`src/rtl/adv_pkg.sv`:
```
// Shared adventure-game types: move directions, arbiter states and the
// fixed-priority pick used when several buttons settle on the same edge.
package adv_pkg;

    typedef enum logic [1:0] {DIR_N, DIR_S, DIR_E, DIR_W} dir_t;

    typedef enum logic {ARMED, LOCKED} arb_state_t;

    localparam int NUM_DIRS = 4;

    // Rise vector is indexed by dir_t (bit 0 = north). Priority is N > S > E > W.
    function automatic dir_t pick_dir(input logic [NUM_DIRS-1:0] rise);
        if (rise[DIR_N]) begin
            return DIR_N;
        end else if (rise[DIR_S]) begin
            return DIR_S;
        end else if (rise[DIR_E]) begin
            return DIR_E;
        end
        return DIR_W;
    endfunction

endpackage

```
`src/rtl/dir_input_conditioner_if.sv`:
```
// Button-side and move-side signals of the direction input conditioner.
// The master drives the raw buttons and consumes the moves; the slave is the
// conditioner itself.
interface dir_input_conditioner_if #(
    parameter int MOVE_W = 8
);
    logic              btn_n;
    logic              btn_s;
    logic              btn_e;
    logic              btn_w;
    logic              n;
    logic              s;
    logic              e;
    logic              w;
    logic              busy;
    logic [MOVE_W-1:0] moves;

    modport master (
        output btn_n, btn_s, btn_e, btn_w,
        input  n, s, e, w, busy, moves
    );

    modport slave (
        input  btn_n, btn_s, btn_e, btn_w,
        output n, s, e, w, busy, moves
    );
endinterface

```
`src/rtl/btn_debounce.sv`:
```
// One pushbutton: two-flop synchroniser, consecutive-mismatch counter,
// debounced level and a one-cycle flag marking a debounced rising edge.
// quiet reports that neither synchroniser stage nor the level holds a press.
module btn_debounce #(
    parameter int DEBOUNCE_CYCLES = 4
) (
    input  logic clock,
    input  logic R_n,
    input  logic raw,
    output logic stable,
    output logic rise,
    output logic quiet
);

    localparam int              CW   = $clog2(DEBOUNCE_CYCLES);
    localparam logic [CW-1:0]   LAST = CW'(DEBOUNCE_CYCLES - 1);

    logic          sync1;
    logic          sync2;
    logic [CW-1:0] cnt;

    // Synchronise the raw button and accept a new level only after it has
    // disagreed with the current level on DEBOUNCE_CYCLES consecutive edges.
    always_ff @(posedge clock) begin
        if (!R_n) begin
            sync1  <= 1'b0;
            sync2  <= 1'b0;
            cnt    <= '0;
            stable <= 1'b0;
            rise   <= 1'b0;
        end else begin
            sync1 <= raw;
            sync2 <= sync1;
            rise  <= 1'b0;
            if (sync2 != stable) begin
                if (cnt == LAST) begin
                    stable <= sync2;
                    cnt    <= '0;
                    rise   <= sync2;
                end else begin
                    cnt <= cnt + 1'b1;
                end
            end else begin
                cnt <= '0;
            end
        end
    end

    assign quiet = !sync1 && !sync2 && !stable;

endmodule

```
`src/rtl/dir_input_conditioner.sv`:
```
// Turns four bouncing direction buttons into single-cycle, mutually exclusive
// move pulses. After a move (and after reset) the arbiter stays locked until
// every button has been seen fully released on two consecutive edges, so a
// button held through reset, or pressed while another is held, never moves.
module dir_input_conditioner
    import adv_pkg::*;
#(
    parameter int DEBOUNCE_CYCLES = 4,
    parameter int MOVE_W          = 8
) (
    input  logic                   clock,
    input  logic                   R_n,
    dir_input_conditioner_if.slave bus
);

    localparam logic [MOVE_W-1:0] MOVES_MAX = '1;

    logic [NUM_DIRS-1:0] raw;
    logic [NUM_DIRS-1:0] stable;
    logic [NUM_DIRS-1:0] rise;
    logic [NUM_DIRS-1:0] quiet;
    logic                all_quiet;
    logic                settled;
    arb_state_t          state;
    logic [NUM_DIRS-1:0] pulse_q;
    logic                busy_q;
    logic [MOVE_W-1:0]   moves_q;

    assign raw = {bus.btn_w, bus.btn_e, bus.btn_s, bus.btn_n};

    for (genvar i = 0; i < NUM_DIRS; i++) begin : g_btn
        btn_debounce #(
            .DEBOUNCE_CYCLES (DEBOUNCE_CYCLES)
        ) u_btn (
            .clock  (clock),
            .R_n    (R_n),
            .raw    (raw[i]),
            .stable (stable[i]),
            .rise   (rise[i]),
            .quiet  (quiet[i])
        );
    end

    assign all_quiet = &quiet;

    // Arbiter: one pulse per press while armed, then locked until a clean
    // all-released interval; also registers busy and the saturating count.
    always_ff @(posedge clock) begin
        if (!R_n) begin
            state   <= LOCKED;
            pulse_q <= '0;
            busy_q  <= 1'b0;
            moves_q <= '0;
            settled <= 1'b0;
        end else begin
            pulse_q <= '0;
            busy_q  <= |stable;
            settled <= all_quiet;
            case (state)
                ARMED: begin
                    if (|rise) begin
                        pulse_q <= NUM_DIRS'(1) << pick_dir(rise);
                        if (moves_q != MOVES_MAX) begin
                            moves_q <= moves_q + 1'b1;
                        end
                        state <= LOCKED;
                    end
                end
                LOCKED: begin
                    if (all_quiet && settled) begin
                        state <= ARMED;
                    end
                end
                default: state <= LOCKED;
            endcase
        end
    end

    assign bus.n     = pulse_q[DIR_N];
    assign bus.s     = pulse_q[DIR_S];
    assign bus.e     = pulse_q[DIR_E];
    assign bus.w     = pulse_q[DIR_W];
    assign bus.busy  = busy_q;
    assign bus.moves = moves_q;

endmodule
```
`src/flat_wrapper.sv`:
```
// flat-port wrapper written by rule: the top's interface ports become plain ports
module dir_input_conditioner_flat import adv_pkg::*;
#(
    parameter int DEBOUNCE_CYCLES = 4,
    parameter int MOVE_W          = 8
)
  (clock, R_n, bus_btn_n, bus_btn_s, bus_btn_e, bus_btn_w, bus_n, bus_s, bus_e, bus_w, bus_busy, bus_moves);
  dir_input_conditioner_if #(.MOVE_W(MOVE_W)) bus_i ();
  input  logic clock;
  input  logic R_n;
  input wire logic [$bits(bus_i.btn_n)-1:0] bus_btn_n;
  input wire logic [$bits(bus_i.btn_s)-1:0] bus_btn_s;
  input wire logic [$bits(bus_i.btn_e)-1:0] bus_btn_e;
  input wire logic [$bits(bus_i.btn_w)-1:0] bus_btn_w;
  output wire logic [$bits(bus_i.n)-1:0] bus_n;
  output wire logic [$bits(bus_i.s)-1:0] bus_s;
  output wire logic [$bits(bus_i.e)-1:0] bus_e;
  output wire logic [$bits(bus_i.w)-1:0] bus_w;
  output wire logic [$bits(bus_i.busy)-1:0] bus_busy;
  output wire logic [$bits(bus_i.moves)-1:0] bus_moves;
  assign bus_i.btn_n = bus_btn_n;
  assign bus_i.btn_s = bus_btn_s;
  assign bus_i.btn_e = bus_btn_e;
  assign bus_i.btn_w = bus_btn_w;
  assign bus_n = bus_i.n;
  assign bus_s = bus_i.s;
  assign bus_e = bus_i.e;
  assign bus_w = bus_i.w;
  assign bus_busy = bus_i.busy;
  assign bus_moves = bus_i.moves;
  dir_input_conditioner #(.DEBOUNCE_CYCLES(DEBOUNCE_CYCLES), .MOVE_W(MOVE_W)) u_core (.clock(clock), .R_n(R_n), .bus(bus_i));
endmodule
```
`config.mk`:
```
export PLATFORM = sky130hd
export DESIGN_NAME = dir_input_conditioner_flat
export DESIGN_NICKNAME = d
export VERILOG_FILES = /design/src/rtl/adv_pkg.sv /design/src/rtl/dir_input_conditioner_if.sv /design/src/rtl/btn_debounce.sv /design/src/rtl/dir_input_conditioner.sv /design/src/flat_wrapper.sv
export SDC_FILE = /design/constraint.sdc
export NUM_CORES = 1
export LEC_CHECK = 0
export BUFFER_PORTS_ARGS = -buffer_cell sky130_fd_sc_hd__buf_4
export CELL_PAD_IN_SITES_DETAIL_PLACEMENT = 0
export CELL_PAD_IN_SITES_GLOBAL_PLACEMENT = 1
export CORE_UTILIZATION = 44
export DETAILED_ROUTE_END_ITERATION = 6
export PLACE_DENSITY_LB_ADDON = 0.1
export SETUP_SLACK_MARGIN = 0.02
export SLEW_MARGIN = 15
export SYNTH_ARGS = -nofsm -noshare
export SYNTH_HDL_FRONTEND = slang
export SYNTH_SLANG_ARGS = --single-unit
```
`constraint.sdc`:
```
create_clock -name clock -period 2.1 [get_ports clock]
set_clock_uncertainty 0.2 [all_clocks]
set_input_delay 0.21 -clock clock [delete_from_list [all_inputs] [get_ports clock]]
set_output_delay 0.21 -clock clock [all_outputs]
set_load 0.01 [all_outputs]
```
==> results of run 1 <==
-- per-layer routing --
metal	vias up	wire, um	track usage
met5	-	0	0
li1	544	-	-
met2	17	1090	0.239
met3	5	103	0.0584
met1	502	1260	0.207
met4	0	37	0.0698
-- power groups by stage --
| stage | logic [W] | clock network (W) | registers, W |
|---|---|---|---|
| floorplan | 0.0000293 | 0 | 0.000774 |
| global placement | 0.0000406 | 0 | 0.000776 |
| detailed placement | 0.0000418 | 0 | 0.000776 |
| CTS | 0.0000492 | 0.000439 | 0.000759 |
| global route | 0.0000533 | 0.000482 | 0.000761 |
| finish | 0.0000487 | 0.000418 | 0.000759 |
-- through the flow --
stage | total power (W) | utilization | setup slack (ps)
6_report | 0.00123 | 0.575 | 342
4_1_cts | 0.00125 | 0.575 | 333
5_1_grt | 0.00130 | 0.575 | 255
2_1_floorplan | 0.000803 | - | 442
3_3_place_gp | 0.000816 | 0.537 | 420
3_5_place_dp | 0.000818 | 0.537 | 349
-- state kept, by name, indices dropped and copies added (netlist names) --
name                       cells
u_core.g_btn.u_btn.cnt         8
u_core.g_btn.u_btn.sync2       4
u_core.g_btn.u_btn.sync1       4
u_core.g_btn.u_btn.stable      4
u_core.bus.busy                1
u_core.bus.moves               8
u_core.g_btn.u_btn.rise        4
u_core.pulse_q                 4
u_core.state                   1
u_core.settled                 1
-- kinds of logic (layout without fill, tap and decap cells) --
logic type	after synthesis	count (layout)	share of synthesized area
mux	5	5	0.0334
fa+ha+maj	5	5	0.0418
simple gates	63	63	0.304
xor+xnor	5	5	0.0293
buf+inv	5	33	0.0125
compound gates	11	11	0.0577
flops	39	39	0.522
-- cell usage in the layout, fill, tap and decap left out, types with 2 or more instances in the layout --
cell type,synthesis,final
a31oi_1,3,3
ha_1,5,5
nor2_1,6,6
dlygate4sd3_1,0,5
nand2_1,9,9
o21ai_0,3,3
nor4_4,2,2
nor4_1,2,2
xor2_1,2,2
buf_4,0,19
clkbuf_4,0,5
nor4bb_1,5,5
nor3_1,2,2
xnor2_1,3,3
nand4_1,2,2
nor4b_1,3,3
nor2b_1,5,5
and4b_1,4,4
dfxtp_1,39,39
and2_1,11,11
mux2i_1,5,5
o211a_1,2,2
clkbuf_8,0,2
and4_1,2,2
-- worst max-delay path by stage --
stage / from / to / cells past startpoint
2_1_floorplan: u_core.bus.moves[0] / u_core.bus.moves[0] / 5
3_3_place_gp: u_core.bus.moves[0] / u_core.bus.moves[0] / 5
3_5_place_dp: u_core.bus.moves[0] / u_core.bus.moves[0] / 5
4_1_cts: u_core.bus.moves[0] / u_core.bus.moves[0] / 5
5_1_grt: u_core.bus.moves[0] / u_core.bus.moves[0] / 5
6_report: u_core.bus.moves[0] / u_core.bus.moves[0] / 5
-- final cells by class --
| type | instances | area, sq um |
|---|---|---|
| tap | 44 | 55.1 |
| multi-input combinational | 89 | 697 |
| inverter | 1 | 3.75 |
| clock buffer | 8 | 68.8 |
| timing repair buffer | 24 | 193 |
| sequential | 39 | 781 |
| fill | 283 | 1330 |
-- worst max-delay path: stages, from the launching register on --
cell	delay [ps]
dfxtp_1	360
ha_1	240
and4_1	250
a311oi_2	340
xor2_1	110
and2_1	160
==> results.json, run 1 <==
{
  "status": "finished clean",
  "grt_pass1_wl_mm": 4.22,
  "worstPathArrival_ps": 1800,
  "reg2reg_from": "u_core.bus.moves[0]",
  "vias": 1068,
  "stdcell_count": 205,
  "tns_ps": 0,
  "p_clk_frac": 0.341,
  "drv_cap": 0,
  "synth_warnings": 0,
  "holdWs_ps": 235,
  "worstSetupPathType": "reg2reg",
  "p_leak_nw": 0.752,
  "syn_to_final_growth_pct": 20.2,
  "r2r_end": "u_core.bus.moves[0]",
  "hold_violations": 0,
  "required_ps": 2140,
  "grt_max_degree": 34,
  "synth-seq-cells": 39,
  "cts.sinks": 39,
  "place.gp.congestion": 0.743,
  "ir_worst_vdd_mv": 0.504,
  "hold_buffers": 5,
  "worstPathMaxFanout": 4,
  "rows": 20,
  "endpoint_kind": "register",
  "synthArstFlopShare": 0,
  "relSlewSlack": 0.694,
  "drt_iter0_markers": 21,
  "clock_latency_ps": 330,
  "dpl_cell_area_sq_mm": 0.00168,
  "power_switching_w": 0.000248,
  "nNetsFinal": 171,
  "die_y_um": 60.3,
  "htreeDepth": 2,
  "ys_types": 35,
  "synth_most_common_cell": "dfxtp_1",
  "cts-root-buf": "clkbuf_4",
  "finalMaxSlewViolations": 0,
  "grt_pass1_vias": 957,
  "drive_gt1_frac": 0.217,
  "synth_top_area_share": 0.522,
  "power.internal_w": 0.000977,
  "antenna_found_initial": 0,
  "worst_slew_pin_slew_ps": 455,
  "synth.top_cells.by_count": "dfxtp_1, and2_1, nand2_1",
  "hold_end": "u_core.state",
  "synth_area_leaders": "dfxtp_1, and2_1, ha_1, mux2i_1, nor4bb_1",
  "power.share.sequential": 0.619,
  "drt_wl_total_mm": 2.50,
  "cts_tree": "done",
  "die_w_um": 60.3,
  "r2r_slack_ps": 340,
  "dieArea_sq_mm": 0.00364,
  "postCtsResizedCells": 0,
  "synthCells": 133,
  "viasPerCell": 5.21,
  "dp.cells": 192,
  "syn_avg_cell_area_sq_um": 11.3,
  "min_path_type": "reg2reg",
  "cp-start-kind": "register",
  "cts_setup_buffers": 0,
  "grt_usage": 0.160,
  "period_share": 0.837,
  "clk_pin_slew_ps": 110,
  "post-route-drc-count": 0,
  "clk_path_buf_depth": 2,
  "io_pins": 19,
  "antenna_left": 0,
  "p_per_area_mw_per_mm2": 681,
  "yosysTopAreaCell": "dfxtp_1",
  "cts-buffers-inserted": 5,
  "fin_area_sq_mm": 0.00180,
  "fmax_ghz": 0.569,
  "numPortBuffers": 18,
  "firstDrtPassIters": 2,
  "min_period_ps": 1760,
  "rsz0062_at_grt": "no",
  "holdPathStages": 1,
  "p_comb_frac": 0.040,
  "ys_seq_area_frac": 0.522,
  "wl_per_cell_um": 12.2,
  "worstHoldStart": "u_core.settled",
  "synth_nets": 144,
  "synth_flop_cell": "dfxtp_1",
  "swShare": 0.203,
  "finalSetupViolCount": 0,
  "synth-edff-count": 0,
  "grt.overflow.total": 0,
  "coreArea_sq_mm": 0.00313,
  "dp_hpwl_mm": 1.80,
  "syn_area_sq_mm": 0.00150,
  "start_util": 0.478,
  "antenna_cells": 0,
  "r2r_cells": 5
}
Power figures use the tool's default switching activity.
==> run 2: changes to the inputs <==
CORE_UTILIZATION = 40   (was 44)
clock period = 1.6 ns   (was 2.1 ns; I/O delays follow)
==> run 2 against run 1 <==
Effect of this change:
- global-route usage down 0.35 points
- sequential power up 31%
- combinational power up 37%
- cell count up 7.8%
- sequential cell count unchanged
- routed wire length up 11%
- critical endpoint is now u_core.bus.moves[1]
- largest cell class unchanged
==> results.json, run 2 (synthesis gave the netlist of run 1 again) <==
{
  "status": "finished clean",
  "clock_latency_ps": 280,
  "final_core_util": 0.573,
  "min_path_type": "in2reg",
  "endpoint_kind": "register",
  "cts_tree": "done",
  "antenna_cells": 0,
  "wl_per_cell_um": 12.5,
  "relSlewSlack": 0.769,
  "die_w_um": 63.2,
  "nNetsFinal": 185,
  "firstDrtPassIters": 4,
  "dp_hpwl_mm": 2.01,
  "grt_usage": 0.157,
  "worstSetupPathType": "reg2reg",
  "drv_cap": 0,
  "cp-start-kind": "register",
  "cts-root-buf": "clkbuf_8",
  "die_y_um": 63.2,
  "start_util": 0.431,
  "htreeDepth": 2,
  "min_period_ps": 1570,
  "dp.cells": 207,
  "grt_pass1_vias": 1056,
  "worstPathArrival_ps": 1580,
  "coreArea_sq_mm": 0.00347,
  "dp_slack_ps": -17.5,
  "antenna_found_initial": 0,
  "ir_worst_vdd_mv": 0.612,
  "grt_pass1_wl_mm": 4.79,
  "place.gp.congestion": 0.740,
  "numPortBuffers": 18,
  "required_ps": 1610,
  "stdcell_count": 221,
  "met1_usage": 0.212,
  "fmax_ghz": 0.637,
  "vias": 1088,
  "worst_slew_pin_slew_ps": 346,
  "p_per_area_mw_per_mm2": 889,
  "clk_pin_slew_ps": 70,
  "r2r_slack_ps": 30,
  "grt_max_degree": 27,
  "r2r_cells": 6,
  "drive_gt1_frac": 0.337,
  "clk_path_buf_depth": 2,
  "holdPathStages": 3,
  "drt_wl_total_mm": 2.77,
  "io_pins": 19,
  "post-route-drc-count": 0,
  "antenna_left": 0,
  "worstPathMaxFanout": 3,
  "syn_to_final_growth_pct": 32.7,
  "holdWs_ps": 66.3,
  "hold_violations": 0,
  "period_share": 0.982,
  "use_met2": 0.220,
  "worstHoldStart": "R_n",
  "p_leak_nw": 0.842,
  "tns_ps": 0,
  "layout_common_cells": "dfxtp_1, buf_4, and2_1",
  "grt.overflow.total": 0,
  "rsz0062_at_grt": "yes",
  "hold_end": "u_core.g_btn[0].u_btn.sync2",
  "grtUsageMet3": 0.0562,
  "dieArea_sq_mm": 0.00399,
  "layout_commonest_cell": "dfxtp_1",
  "reg2reg_from": "u_core.bus.moves[0]",
  "r2r_end": "u_core.bus.moves[1]",
  "drt_iter0_markers": 36,
  "cts.sinks": 39,
  "rows": 21,
  "busiest_layer": "met2",
  "cts-buffers-inserted": 5,
  "finalMaxSlewViolations": 0,
  "startpoint": "u_core.bus.moves[0]",
  "timing.final.ws_setup_ps": 29.4,
  "viasPerCell": 4.92,
  "finalSetupViolCount": 0
}
run 2: worst max-delay path: stages (launching register included):
cell	delay (ps)
dfxtp_4	350
ha_4	160
and4_4	200
a311oi_4	260
buf_4	180
nand3_2	70
o21ai_1	80
run 2: timing repair:
| action | 4_1_cts | 5_1_grt |
|---|---|---|
| hold buffers | 4 | 0 |
| pin swaps | 2 | 5 |
| resized for setup | 1 | 6 |
| buffers inserted | 1 | 1 |
| endpoints found under the setup margin | 4 | 6 |
| hold endpoints to repair | 4 | 0 |
run 2: worst max path at each step:
stage               cells past startpoint  slack, ps             endpoint
global route                            6        -20  u_core.bus.moves[1]
detailed placement                      6        -20  u_core.bus.moves[1]
CTS                                     4         30         u_core.state
global placement                        6         20  u_core.bus.moves[1]
finish                                  6         30  u_core.bus.moves[1]
floorplan                               5         20  u_core.bus.moves[0]
run 2: stage by stage:
| step | power (W) | cell area [sq um] |
|---|---|---|
| 5_1_grt | 0.00185 | 1990 |
| 4_1_cts | 0.00180 | 1960 |
| 2_1_floorplan | 0.00105 | 1520 |
| 6_report | 0.00176 | 1990 |
| 3_5_place_dp | 0.00108 | 1800 |
| 3_3_place_gp | 0.00107 | 1800 |
run 2: per-layer routing:
metal / routed length [um] / vias to the layer above
met4: 36 / 0
li1: - / 565
met2: 1150 / 27
met5: 0 / -
met3: 145 / 2
met1: 1430 / 494
run 2: power by group:
group	switching, W	internal, W	leakage (nW)	total, W
clock	0.000312	0.000393	0.0515	0.000705
sequential	0.00000999	0.000983	0.319	0.000993
combinational	0.0000266	0.0000403	0.472	0.0000669
total	0.000348	0.00142	0.842	0.00176
run 2: cell type report:
type	instances	area (sq um)
Clock buffer	8	100
Fill cell	305	1480
Multi-Input combinational cell	89	741
Timing Repair Buffer	38	295
Sequential cell	39	788
Tap cell	46	57.6
Inverter	1	3.75
==> run 3: changes to the inputs <==
SYNTH_HIERARCHICAL = 1   (was default)
==> run 3 against run 2 <==
Effect of this change:
- the flow now finishes with violations (setup timing)
- cell count down 1.8%
- largest power group unchanged
- critical path type unchanged
- power up 5.3%
- sequential power about the same
- synthesized cell count down 1.5%
==> results.json, run 3 <==
{
  "max_stage_delay_ps": 340,
  "synth_top_area_share": 0.525,
  "synthArstFlopShare": 0,
  "grt_usage": 0.155,
  "syn_avg_cell_area_sq_um": 11.3,
  "status": "finished with violations",
  "clk_path_buf_depth": 2,
  "synth.top_cells.by_count": "dfxtp_1, and2_1, mux2i_1, nor2_1, nand2_1",
  "vias": 1060,
  "grt_max_degree": 19,
  "drive_gt1_frac": 0.310,
  "firstDrtPassIters": 4,
  "worstPathMaxFanout": 5,
  "synth_area_leaders": "dfxtp_1, mux2i_1, ha_1, and2_1, and4bb_2",
  "cts-buffers-inserted": 5,
  "dieArea_sq_mm": 0.00396,
  "synth_most_common_cell": "dfxtp_1",
  "final_core_util": 0.563,
  "syn_area_sq_mm": 0.00149,
  "relSlewSlack": 0.742,
  "worstHoldStart": "R_n",
  "fmax_ghz": 0.602,
  "reg2reg_from": "u_core/bus.moves[0]",
  "cts_tree": "done",
  "drt_wl_total_mm": 2.58,
  "ir_worst_vdd_mv": 0.513,
  "rows": 21,
  "nNetsFinal": 181,
  "clock_latency_ps": 290,
  "min_period_ps": 1660,
  "cts_setup_buffers": 0,
  "die_w_um": 63.0,
  "layout_commonest_cell": "dfxtp_1",
  "post-route-drc-count": 0,
  "worstSetupPathType": "reg2reg",
  "place.gp.congestion": 0.739,
  "die_y_um": 63.0,
  "antenna_left": 0,
  "grt.overflow.total": 0,
  "ys_types": 33,
  "p_leak_nw": 0.794,
  "nFillCells": 315,
  "finalMaxSlewViolations": 0,
  "hold_violations": 0,
  "synth-edff-count": 0,
  "viasPerCell": 4.88,
  "synthCells": 131,
  "cp_slowest_cell": "dfxtp_2",
  "dp_hpwl_mm": 1.87,
  "grt_pass1_vias": 1073,
  "endpoint_kind": "register",
  "yosysTopAreaCell": "dfxtp_1",
  "grt_pass1_wl_mm": 4.77,
  "clk_pin_slew_ps": 80,
  "required_ps": 1570,
  "synth_flop_cell": "dfxtp_1",
  "numPortBuffers": 18,
  "syn_to_final_growth_pct": 30.3,
  "violations": "setup timing",
  "ys_seq_area_frac": 0.525,
  "synth_warnings": 6,
  "p_per_area_mw_per_mm2": 959,
  "worst_slew_pin_slew_ps": 384,
  "rsz0062_at_grt": "yes",
  "antenna_found_initial": 0,
  "drt_iter0_markers": 61,
  "startpoint": "u_core/bus.moves[0]",
  "htreeDepth": 2,
  "period_share": 1.04,
  "drv_cap": 0,
  "dp_slack_ps": -43.9,
  "finalSetupViolCount": 3,
  "cts-root-buf": "clkbuf_8",
  "crit_chain": "ha_4 -> and3_4 -> a211oi_4 -> buf_6 -> mux2i_1 -> nor2_1",
  "io_pins": 19,
  "wl_per_cell_um": 11.9,
  "worstPathArrival_ps": 1630,
  "synth-seq-cells": 39,
  "layout_common_cells": "dfxtp_1, buf_4, mux2i_1, nor2_1, and2_1",
  "timing.final.ws_setup_ps": -59.8,
  "synth_nets": 142,
  "min_path_type": "in2reg",
  "cp-start-kind": "register",
  "cts.sinks": 39,
  "coreArea_sq_mm": 0.00344,
  "antenna_cells": 0,
  "start_util": 0.432
}
-- run 3: worst max-delay path, delay by kind of cell, from the launching register on --
family / cells / cell delay [ps]
DFF: 1 / 340
AOI/OAI and AO/OA: 1 / 290
and+or+nand+nor: 2 / 230
muxes: 1 / 170
adders and majority gates: 1 / 160
buffers and inverters: 1 / 160
-- run 3: cell type report --
class,instances,area (sq um),share of cell area
tap,46,57.6,0.0297
inverter,4,15.0,0.00775
clock inverter,3,43.8,0.0226
clock buffer,5,68.8,0.0355
multi-input combinational,87,707,0.365
sequential,39,783,0.404
timing repair buffer,33,262,0.135
-- run 3: per-stage QoR --
| stage | setup TNS, ps | power [W] | instance area, sq um | hold slack [ps] | std cells |
|---|---|---|---|---|---|
| 2_1_floorplan | -58.6 | 0.00104 | 1500 | 81.7 | 131 |
| 4_1_cts | -136 | 0.00188 | 1940 | 12.4 | 217 |
| 6_report | -124 | 0.00186 | 1940 | 13.7 | 217 |
| 5_1_grt | -638 | 0.00194 | 1940 | 16.0 | 217 |
| 3_3_place_gp | -14.7 | 0.00107 | 1770 | 166 | 205 |
| 3_5_place_dp | -57.9 | 0.00107 | 1770 | 172 | 205 |
-- run 3: power by group --
group / switching [W] / internal (W)
sequential: 0.00000975 / 0.000984
clock: 0.000339 / 0.000464
combinational: 0.0000278 / 0.0000331
-- run 3: kinds of logic (layout without fill, tap and decap cells) --
logic type,Yosys count,after routing,share of synthesized area
muxes,8,8,0.0539
xor gates and xnor gates,5,5,0.0295
AOI/OAI and AO/OA,6,6,0.0379
and+or+nand+nor,63,63,0.299
buffers and inverters,5,45,0.0126
adders and majority gates,5,5,0.0421
DFF,39,39,0.525
-- run 3: what timing repair did --
item	CTS	global route
pin swaps	2	3
endpoints found under the setup margin	4	8
hold endpoints to repair	4	0
hold buffers	4	0
gates resized for setup	2	0
-- run 3: path summary, 6_finish.rpt --
check        slack, ps  depth (start not counted)                            to
max                -60                          6           u_core/bus.moves[1]
min reg2reg        230                          1  u_core/g_btn[3].u_btn/cnt[0]
min                 10                          2   u_core/g_btn[3].u_btn/sync1
max reg2reg        -60                          6           u_core/bus.moves[1]
-- run 3: per-layer routing --
metal  up-vias  GRT usage  routed length [um]
li1        552          -                   -
met1       487      0.196                1280
met2        16      0.241                1180
met3         5     0.0438                  86
met4         0     0.0698                  36
met5         -          0                   0
